<file path="config.mk">
export PLATFORM = sky130hd
export DESIGN_NAME = sync_frame_ctrl
export DESIGN_NICKNAME = d
export VERILOG_FILES = /design/src/rtl/sync_frame_pkg.sv /design/src/rtl/seq_detect_moore.sv /design/src/rtl/sync_frame_ctrl.sv
export SDC_FILE = /design/constraint.sdc
export NUM_CORES = 1
export LEC_CHECK = 0
export CAP_MARGIN = 10
export CORE_ASPECT_RATIO = 0.9
export CORE_MARGIN = 1
export CORE_UTILIZATION = 35
export CTS_CLUSTER_DIAMETER = 120
export DETAILED_ROUTE_END_ITERATION = 8
export GPL_TIMING_DRIVEN = 0
export MAX_ROUTING_LAYER = met4
export PLACE_DENSITY = 0.58
export SYNTH_ARGS = -nofsm -noshare
export SYNTH_HDL_FRONTEND = slang
export SYNTH_SLANG_ARGS = --single-unit
</file>
<file path="constraint.sdc">
create_clock -name clk -period 4.4 [get_ports clk]
set_input_delay 0.66 -clock clk [delete_from_list [all_inputs] [get_ports clk]]
set_output_delay 0.66 -clock clk [all_outputs]
set_load 0.005 [all_outputs]
</file>
<file path="src/rtl/sync_frame_pkg.sv">
// Shared types and constants for the sync-word framed serial receiver.
package sync_frame_pkg;

   typedef enum logic [1:0] {
      ST_HUNT    = 2'd0,
      ST_PAYLOAD = 2'd1,
      ST_PARITY  = 2'd2
   } state_t;

   localparam int             DEFAULT_PAT_W   = 5;
   localparam logic [4:0]     DEFAULT_PATTERN = 5'b11011;

   function automatic int clog2(input int value);
      int r;
      r = 0;
      while ((1 << r) < value) r++;
      return (r < 1) ? 1 : r;
   endfunction

endpackage

</file>
<file path="src/rtl/seq_detect_moore.sv">
// Overlapping Moore sequence detector; out is high the cycle after the last pattern bit.
module seq_detect_moore #(
   parameter int               PAT_W   = 5,
   parameter logic [PAT_W-1:0] PATTERN = 5'b11011
) (
   input  logic clk,
   input  logic rst,
   input  logic clr,
   input  logic signal,
   output logic out
);

   logic [PAT_W-1:0] hist;
   logic [PAT_W-1:0] fill;
   logic [PAT_W-1:0] hist_n;
   logic [PAT_W-1:0] fill_n;

   assign hist_n = {hist[PAT_W-2:0], signal};
   // fill tracks how many history bits are real, so a cleared history never matches zeros
   assign fill_n = {fill[PAT_W-2:0], 1'b1};

   always_ff @(posedge clk or posedge rst) begin
      if (rst) begin
         hist <= '0;
         fill <= '0;
         out  <= 1'b0;
      end else if (clr) begin
         hist <= '0;
         fill <= '0;
         out  <= 1'b0;
      end else begin
         hist <= hist_n;
         fill <= fill_n;
         out  <= (&fill_n) && (hist_n == PATTERN);
      end
   end

endmodule

</file>
<file path="src/rtl/sync_frame_ctrl.sv">
// Sync-word framed serial receiver with valid/ready word output and overrun flag.
// Define PARITY_CHECK_EN to add an even-parity bit after each payload.
//
// state      | meaning
// ST_HUNT    | detector running, waiting for the sync pattern
// ST_PAYLOAD | shifting payload bits MSB-first
// ST_PARITY  | sampling the parity bit (PARITY_CHECK_EN only)
module sync_frame_ctrl
   import sync_frame_pkg::*;
#(
   parameter int               PAT_W   = DEFAULT_PAT_W,
   parameter logic [PAT_W-1:0] PATTERN = PAT_W'(DEFAULT_PATTERN),
   parameter int               DATA_W  = 8
) (
   input  logic              clk,
   input  logic              rst,
   input  logic              signal,
   output logic [DATA_W-1:0] data_out,
   output logic              data_valid,
   input  logic              data_ready,
   output logic              sync_found,
   output logic              overrun,
   output logic              busy,
   output logic              parity_err
);

   localparam int                CNT_W    = clog2(DATA_W + 1);
   localparam logic [CNT_W-1:0]  LAST_CNT = CNT_W'(DATA_W - 1);
`ifdef PARITY_CHECK_EN
   localparam state_t            ST_AFTER = ST_PARITY;
`else
   localparam state_t            ST_AFTER = ST_HUNT;
`endif

   state_t            state;
   logic [DATA_W-1:0] shreg;
   logic [CNT_W-1:0]  cnt;
   logic              det_clr;
   logic              det_hit;
   logic [DATA_W-1:0] word_next;
   logic              last_bit;
   logic              frame_done;
   logic              frame_good;
   logic [DATA_W-1:0] frame_word;

   assign det_clr = (state != ST_HUNT);

   seq_detect_moore #(
      .PAT_W   (PAT_W),
      .PATTERN (PATTERN)
   ) u_det (
      .clk    (clk),
      .rst    (rst),
      .clr    (det_clr),
      .signal (signal),
      .out    (det_hit)
   );

   assign word_next  = DATA_W'({shreg, signal});
   assign last_bit   = ((state == ST_PAYLOAD) && (cnt == LAST_CNT)) ||
                       ((state == ST_HUNT) && det_hit && (DATA_W == 1));
   assign sync_found = (state == ST_HUNT) && det_hit;

`ifdef PARITY_CHECK_EN
   assign frame_done = (state == ST_PARITY);
   assign frame_word = shreg;
   assign frame_good = ~(^{shreg, signal});
`else
   assign frame_done = last_bit;
   assign frame_word = word_next;
   assign frame_good = 1'b1;
`endif

   always_ff @(posedge clk or posedge rst) begin
      if (rst) begin
         state      <= ST_HUNT;
         shreg      <= '0;
         cnt        <= '0;
         data_out   <= '0;
         data_valid <= 1'b0;
         overrun    <= 1'b0;
         parity_err <= 1'b0;
         busy       <= 1'b0;
      end else begin
         overrun    <= 1'b0;
         parity_err <= 1'b0;
         if (data_valid && data_ready) data_valid <= 1'b0;

         // a word being read on the completing edge frees the slot for the new one
         if (frame_done) begin
            if (!frame_good) begin
               parity_err <= 1'b1;
            end else if (!data_valid || data_ready) begin
               data_out   <= frame_word;
               data_valid <= 1'b1;
            end else begin
               overrun <= 1'b1;
            end
         end

         case (state)
            ST_HUNT: begin
               cnt <= '0;
               if (det_hit) begin
                  shreg <= word_next;
                  cnt   <= CNT_W'(1);
                  if (last_bit) begin
                     state <= ST_AFTER;
                     busy  <= (ST_AFTER != ST_HUNT);
                  end else begin
                     state <= ST_PAYLOAD;
                     busy  <= 1'b1;
                  end
               end
            end
            ST_PAYLOAD: begin
               shreg <= word_next;
               cnt   <= cnt + CNT_W'(1);
               if (last_bit) begin
                  state <= ST_AFTER;
                  busy  <= (ST_AFTER != ST_HUNT);
               end
            end
            ST_PARITY: begin
               state <= ST_HUNT;
               busy  <= 1'b0;
            end
            default: begin
               state <= ST_HUNT;
               busy  <= 1'b0;
            end
         endcase
      end
   end

endmodule

</file>
==> results of run 1 <==
==> synthesized netlist by cell type <==
| cell type | number |
|---|---|
| and2_1 | 1 |
| buf_4 | 1 |
| nor2b_2 | 1 |
| mux2_2 | 7 |
| nor2_2 | 1 |
| and4_1 | 1 |
| nand4b_2 | 1 |
| nand3_1 | 1 |
| dfrtp_1 | 31 |
| ha_1 | 1 |
| nor2b_1 | 9 |
| mux2_4 | 8 |
| xor2_1 | 1 |
| conb_1 | 1 |
| nand2_1 | 2 |
| buf_6 | 1 |
| inv_1 | 2 |
| nand2b_4 | 1 |
| nand4b_1 | 1 |
| o21bai_1 | 1 |
| xnor2_1 | 1 |
| clkbuf_1 | 1 |
| nor2_1 | 4 |
==> placed cells by master (no fill, tap or decap), types with 2 or more instances in the layout <==
cell type,count
mux2_4,8
clkbuf_8,6
dfrtp_1,31
inv_1,2
nor2b_1,9
nor2_1,4
mux2_2,7
nand2_1,2
clkdlybuf4s50_1,15
==> routing by layer <==
layer | up-vias | wire [um] | global-route usage
li1 | 303 | - | -
met1 | 332 | 799 | 0.1321
met2 | 16 | 807 | 0.1763
met3 | 6 | 112 | 0.06800
met4 | 0 | 54 | 0.07792
met5 | - | 0 | -
==> flip-flops by register name (all words and copies together) (netlist names) <==
| name | cells |
|---|---|
| busy | 1 |
| cnt | 4 |
| data_out | 8 |
| data_valid | 1 |
| overrun | 1 |
| shreg | 7 |
| u_det.fill | 4 |
| u_det.hist | 4 |
| u_det.out | 1 |
==> stage by stage <==
| stage | instances | setup WS (ns) | utilization | hold WS [ns] | total power, mW |
|---|---|---|---|---|---|
| 2_1_floorplan | 79 | 2.927 | - | 0.4460 | 0.4591 |
| 3_3_place_gp | 136 | 2.336 | 0.4428 | 0.4622 | 0.4892 |
| 3_5_place_dp | 136 | 2.333 | 0.4428 | 0.4720 | 0.4961 |
| 4_1_cts | 143 | 2.029 | 0.4705 | 0.4798 | 0.7200 |
| 5_1_grt | 144 | 2.000 | 0.4753 | 0.5063 | 0.7517 |
| 6_report | 144 | 2.084 | 0.4753 | 0.4749 | 0.7079 |
==> cells by family after synthesis <==
logic type               after synthesis  synth area share
other                                  1          0.003132
buffers and inverters                  5           0.02508
AND/OR/NAND/NOR                       23            0.1264
XOR/XNOR                               2           0.01463
AO/OA/AOI/OAI                          1          0.006272
multiplexers                          15            0.1662
adder cells (fa/ha/maj)                1           0.01045
flip-flops                            31            0.6479
==> where the power goes <==
| group | leakage [nW] | switching (mW) | internal [mW] |
|---|---|---|---|
| registers | 0.399 | 0.0389 | 0.349 |
| clock network | 0.0470 | 0.0963 | 0.122 |
| logic | 0.256 | 0.0410 | 0.0609 |
==> critical path: stages, from the launching register on <==
cell	delay (ns)
dfrtp_1	0.43
clkbuf_1	0.23
nor2b_1	0.20
clkdlybuf4s50_1	0.52
==> path summary, 6_finish.rpt <==
kind,from,end,slack [ns],cells after the start
worst min-delay path,cnt[0],cnt[0],0.47,1
worst min register to register,cnt[0],cnt[0],0.47,1
worst max-delay path,busy,sync_found,2.08,3
worst max register to register,cnt[0],data_out[2],2.91,5
min in group asynchronous,rst,data_out[4],0.74,2
max in group asynchronous,rst,u_det.hist[0],3.15,3
==> layout make-up <==
type | instances | area (sq um) | area share
Tap cell | 42 | 52.55 | 0.03497
Clock inverter | 1 | 5.005 | 0.003331
Multi-Input combinational cell | 43 | 391.6 | 0.2606
Sequential cell | 31 | 775.7 | 0.5162
Buffer | 3 | 22.52 | 0.01499
Inverter | 2 | 7.507 | 0.004996
Timing Repair Buffer | 16 | 165.2 | 0.1099
Clock buffer | 6 | 82.58 | 0.05495
==> impl_metrics.py, run 1 <==
metrics = {
    "run_status": {
        "status": "completed",
    },
    "clock_tree": {
        "cts_htree_levels": 2,
        "cts_resized": 0,
        "max-clock-path-buffers": 2,
        "root_buffer": "clkbuf_8",
        "cts_buffers": 5,
        "post-cts-setup-buffer-count": 0,
        "insertion_delay_ns": 0.28,
        "cts_tree": "done",
        "clkTransAtPathRegs_ns": 0.06,
        "cts_hold_buffers": 0,
        "clkSinkCount": 31,
    },
    "timing": {
        "setup_tns_ns": 0,
        "finalMaxSlewViolations": 0,
        "setup_viol": 0,
        "rsz0062_at_grt": "no",
        "relSlewSlack": 0.6078,
        "fmax_mhz": 431.8,
        "post-route-min-period_ns": 2.316,
        "finClkSkew_ns": 0.006708,
        "final_hold_viol_count": 0,
        "tightest_slew_ns": 0.5876,
        "period_share": 0.5263,
    },
    "logic_synthesis": {
        "synthesis.area_sq_um": 1197,
        "synth_area_leaders": "dfrtp_1, mux2_4, mux2_2",
        "synth_top_area_share": 0.6479,
        "syn_avg_cell_area_sq_um": 15.16,
        "yosysWarningCount": 0,
        "synth.distinct_cells": 23,
        "ys_ff_latch": 31,
        "syn_inst": 79,
        "synthesis.nets": 84,
        "synth_top_area_cell": "dfrtp_1",
        "ys_seq_area_frac": 0.6479,
    },
    "global_route": {
        "grt_pass1_wl_mm": 3.063,
        "grt_max_degree": 32,
        "grt_pass1_vias": 697,
        "overflow": 0,
        "antenna_found_initial": 0,
        "grt.total_usage": 0.1233,
    },
    "placed_design": {
        "routabilityCongestion": 0.7335,
        "hpwlAfterDp_mm": 1.217,
        "io_buffers": 15,
        "dpl_cell_area_sq_um": 1400,
    },
    "layout": {
        "drive_gt1_frac": 0.2843,
        "syn_to_final_growth_pct": 25.50,
        "antenna_cells": 0,
        "nFillCells": 290,
        "post-route-cell-area_sq_um": 1503,
        "nets": 107,
    },
    "worst_setup_path": {
        "cp-start-kind": "register",
        "crit_required_ns": 3.74,
        "crit_fanout": 10,
        "critPathKind": "reg2out",
        "end_kind": "primary output",
        "cp_data_arrival_time_ns": 1.66,
    },
    "route": {
        "via_count": 657,
        "via_per_inst": 4.563,
        "firstDrtPassIters": 3,
        "initialDrtViolationCount": 8,
        "ant_nets": 0,
        "drc": 0,
        "wl_mm": 1.772,
        "wire_per_inst_um": 12.31,
    },
    "pwr": {
        "p_leak_nw": 0.7019,
        "p_per_area_nw_per_um2": 471.1,
        "peakVddDrop_mv": 0.2485,
    },
    "floorplanning": {
        "core_area_sq_um": 3162,
        "ios": 17,
        "floorplan.initialDensity": 0.3787,
        "num_rows": 19,
        "die-area_sq_um": 3660,
        "die_w_um": 63.66,
        "die_y_um": 57.49,
    },
    "job": {
        "max_cap_viol_count": 0,
    },
    "hold_path": {
        "hold_path_class": "reg2reg",
    },
}
No activity file was read; power rests on OpenSTA's default activity.
==> run 2: changes to the inputs <==
Clock period 4.4 ns to 2.3 ns, I/O delays scaled along.
==> results of run 2 <==
The final DEF is identical to that of run 1. Status: completed.
Main changes from that run: setup slack after placement 2.333 ns -> 0.5478 ns; setup slack after layout 2.084 ns -> 0.2992 ns; hold slack 0.4749 ns -> 0.4206 ns; register-to-register setup slack 2.91 ns -> 0.81 ns; total power 0.7079 mW -> 1.354 mW; worst IR drop on VDD 0.2485 mV -> 0.4754 mV
==> run 3: changes to the inputs <==
Settings changed: CAP_MARGIN 10 to 20.
==> run 3 against run 2 <==
Effect of this change: wire length up 3.4%; critical path depth unchanged; power down 0.78%; sequential cell count unchanged; global-route usage up 0.33 points; utilization up 0.20 points; critical path type unchanged; critical endpoint unchanged; largest power group unchanged; highest routed layer unchanged.
==> impl_metrics.py, run 3 (same netlist as run 1, synthesis figures left out) <==
metrics = {
    "global_route": {
        "use_met2": 0.1778,
        "grt_max_degree": 20,
        "antenna_found_initial": 0,
        "grt_pass1_wl_mm": 3.091,
        "grt_use_met1": 0.1405,
        "overflow": 0,
        "grt.total_usage": 0.1267,
        "met3_usage": 0.06800,
        "gr-max-usage-layer": "met2",
        "grt_pass1_vias": 669,
    },
    "clock_tree": {
        "clkSinkCount": 31,
        "cts_htree_levels": 2,
        "insertion_delay_ns": 0.28,
        "root_buffer": "clkbuf_8",
        "max-clock-path-buffers": 2,
        "cts_tree": "done",
        "cts_resized": 0,
        "clkTransAtPathRegs_ns": 0.06,
        "post-cts-setup-buffer-count": 0,
        "cts_buffers": 5,
        "cts_hold_buffers": 0,
    },
    "worst_setup_path": {
        "rr_worst_depth": 5,
        "rrSetupSlack_ns": 0.81,
        "crit_required_ns": 1.96,
        "critPathMaxStageDelay_ns": 0.52,
        "cp_cell_sequence": "clkbuf_1 > nor2b_1 > clkdlybuf4s50_1",
        "critPathSlowestCell": "clkdlybuf4s50_1",
        "cp-start-kind": "register",
        "r2r-end": "data_out[2]",
        "r2r-start": "cnt[0]",
        "crit_fanout": 10,
        "end_kind": "primary output",
        "cp_data_arrival_time_ns": 1.65,
        "critPathKind": "reg2out",
    },
    "layout": {
        "regMostFlops": "data_out",
        "biggestRegsByFlops": "data_out (8), shreg (7)",
        "final_cell_mix": "dfrtp_1, clkdlybuf4s50_1, nor2b_1",
        "syn_to_final_growth_pct": 26.02,
        "stdcell_count": 145,
        "nets": 107,
        "drive_gt1_frac": 0.2718,
        "antenna_cells": 0,
        "final_common_cell": "dfrtp_1",
        "largest_reg_flops": 8,
    },
    "placed_design": {
        "dp_cells": 137,
        "routabilityCongestion": 0.7335,
        "hpwlAfterDp_mm": 1.246,
        "io_buffers": 15,
    },
    "timing": {
        "rsz0062_at_grt": "no",
        "final_hold_viol_count": 0,
        "fmax_mhz": 500.1,
        "relSlewSlack": 0.6317,
        "finClkSkew_ns": 0.005335,
        "finalMaxSlewViolations": 0,
        "setup_viol": 0,
        "tightest_slew_ns": 0.5519,
        "period_share": 0.8693,
        "post-route-min-period_ns": 1.999,
        "setup_tns_ns": 0,
    },
    "pwr": {
        "peakVddDrop_mv": 0.3414,
        "p_leak_nw": 0.7023,
        "p_total_mw": 1.344,
        "p_per_area_nw_per_um2": 890.5,
    },
    "floorplanning": {
        "die_w_um": 63.66,
        "die-area_sq_um": 3660,
        "num_rows": 19,
        "core_area_sq_um": 3162,
        "ios": 17,
        "floorplan.initialDensity": 0.3787,
        "die_y_um": 57.49,
    },
    "route": {
        "wire_per_inst_um": 12.64,
        "via_per_inst": 4.517,
        "via_count": 655,
        "firstDrtPassIters": 4,
        "ant_nets": 0,
        "initialDrtViolationCount": 8,
        "drc": 0,
        "wl_mm": 1.833,
    },
    "hold_path": {
        "hold_path_class": "in2async",
    },
    "job": {
        "max_cap_viol_count": 0,
    },
    "run_status": {
        "status": "completed",
    },
}
==> run 3: changes by cell type in the layout (fill, tap and decap cells not counted) <==
cell	previous run	this run
buf_16	0	1
buf_8	1	0
clkbuf_8	6	5
clkbuf_1	1	3
==> run 3: power breakdown <==
group | internal [mW] | switching [mW]
registers | 0.667 | 0.0745
logic | 0.119 | 0.0811
clock network | 0.212 | 0.191
==> run 3: worst max-delay path by stage <==
stage / start / end / cells after the start
detailed placement: busy / sync_found / 3
global placement: busy / sync_found / 3
finish: busy / sync_found / 3
CTS: busy / sync_found / 3
global route: busy / sync_found / 3
floorplan: cnt[0] / data_out[0] / 5
==> run 3: cell type report <==
class / count / area, sq um
well taps: 42 / 52.55
repair buffers: 16 / 177.7
clock inverters: 1 / 5.005
inverters: 2 / 7.507
plain buffers: 3 / 22.52
multi-input cells: 43 / 391.6
flip-flops and latches: 31 / 775.7
clock buffers: 7 / 76.32
fillers: 288 / 1653
==> run 3: critical path: cells and delay by family (launching register included) <==
kind | cells | cell delay, ns
flops | 1 | 0.43
buf+inv | 2 | 0.75
simple gates | 1 | 0.19
==> run 3: routing by layer <==
| metal | share of wire | up-vias |
|---|---|---|
| li1 | - | 304 |
| met1 | 0.47 | 327 |
| met2 | 0.45 | 18 |
| met3 | 0.061 | 6 |
| met4 | 0.020 | 0 |
| met5 | 0 | - |
==> run 3: stage by stage <==
step	cell area [sq um]	hold WS, ns	utilization	setup slack, ns
2_1_floorplan	1197	0.4460	-	0.9201
3_3_place_gp	1400	0.4622	0.4428	0.5511
3_5_place_dp	1428	0.4719	0.4515	0.5471
4_1_cts	1509	0.4181	0.4772	0.2420
5_1_grt	1509	0.4548	0.4772	0.1827
6_report	1509	0.4028	0.4772	0.3005
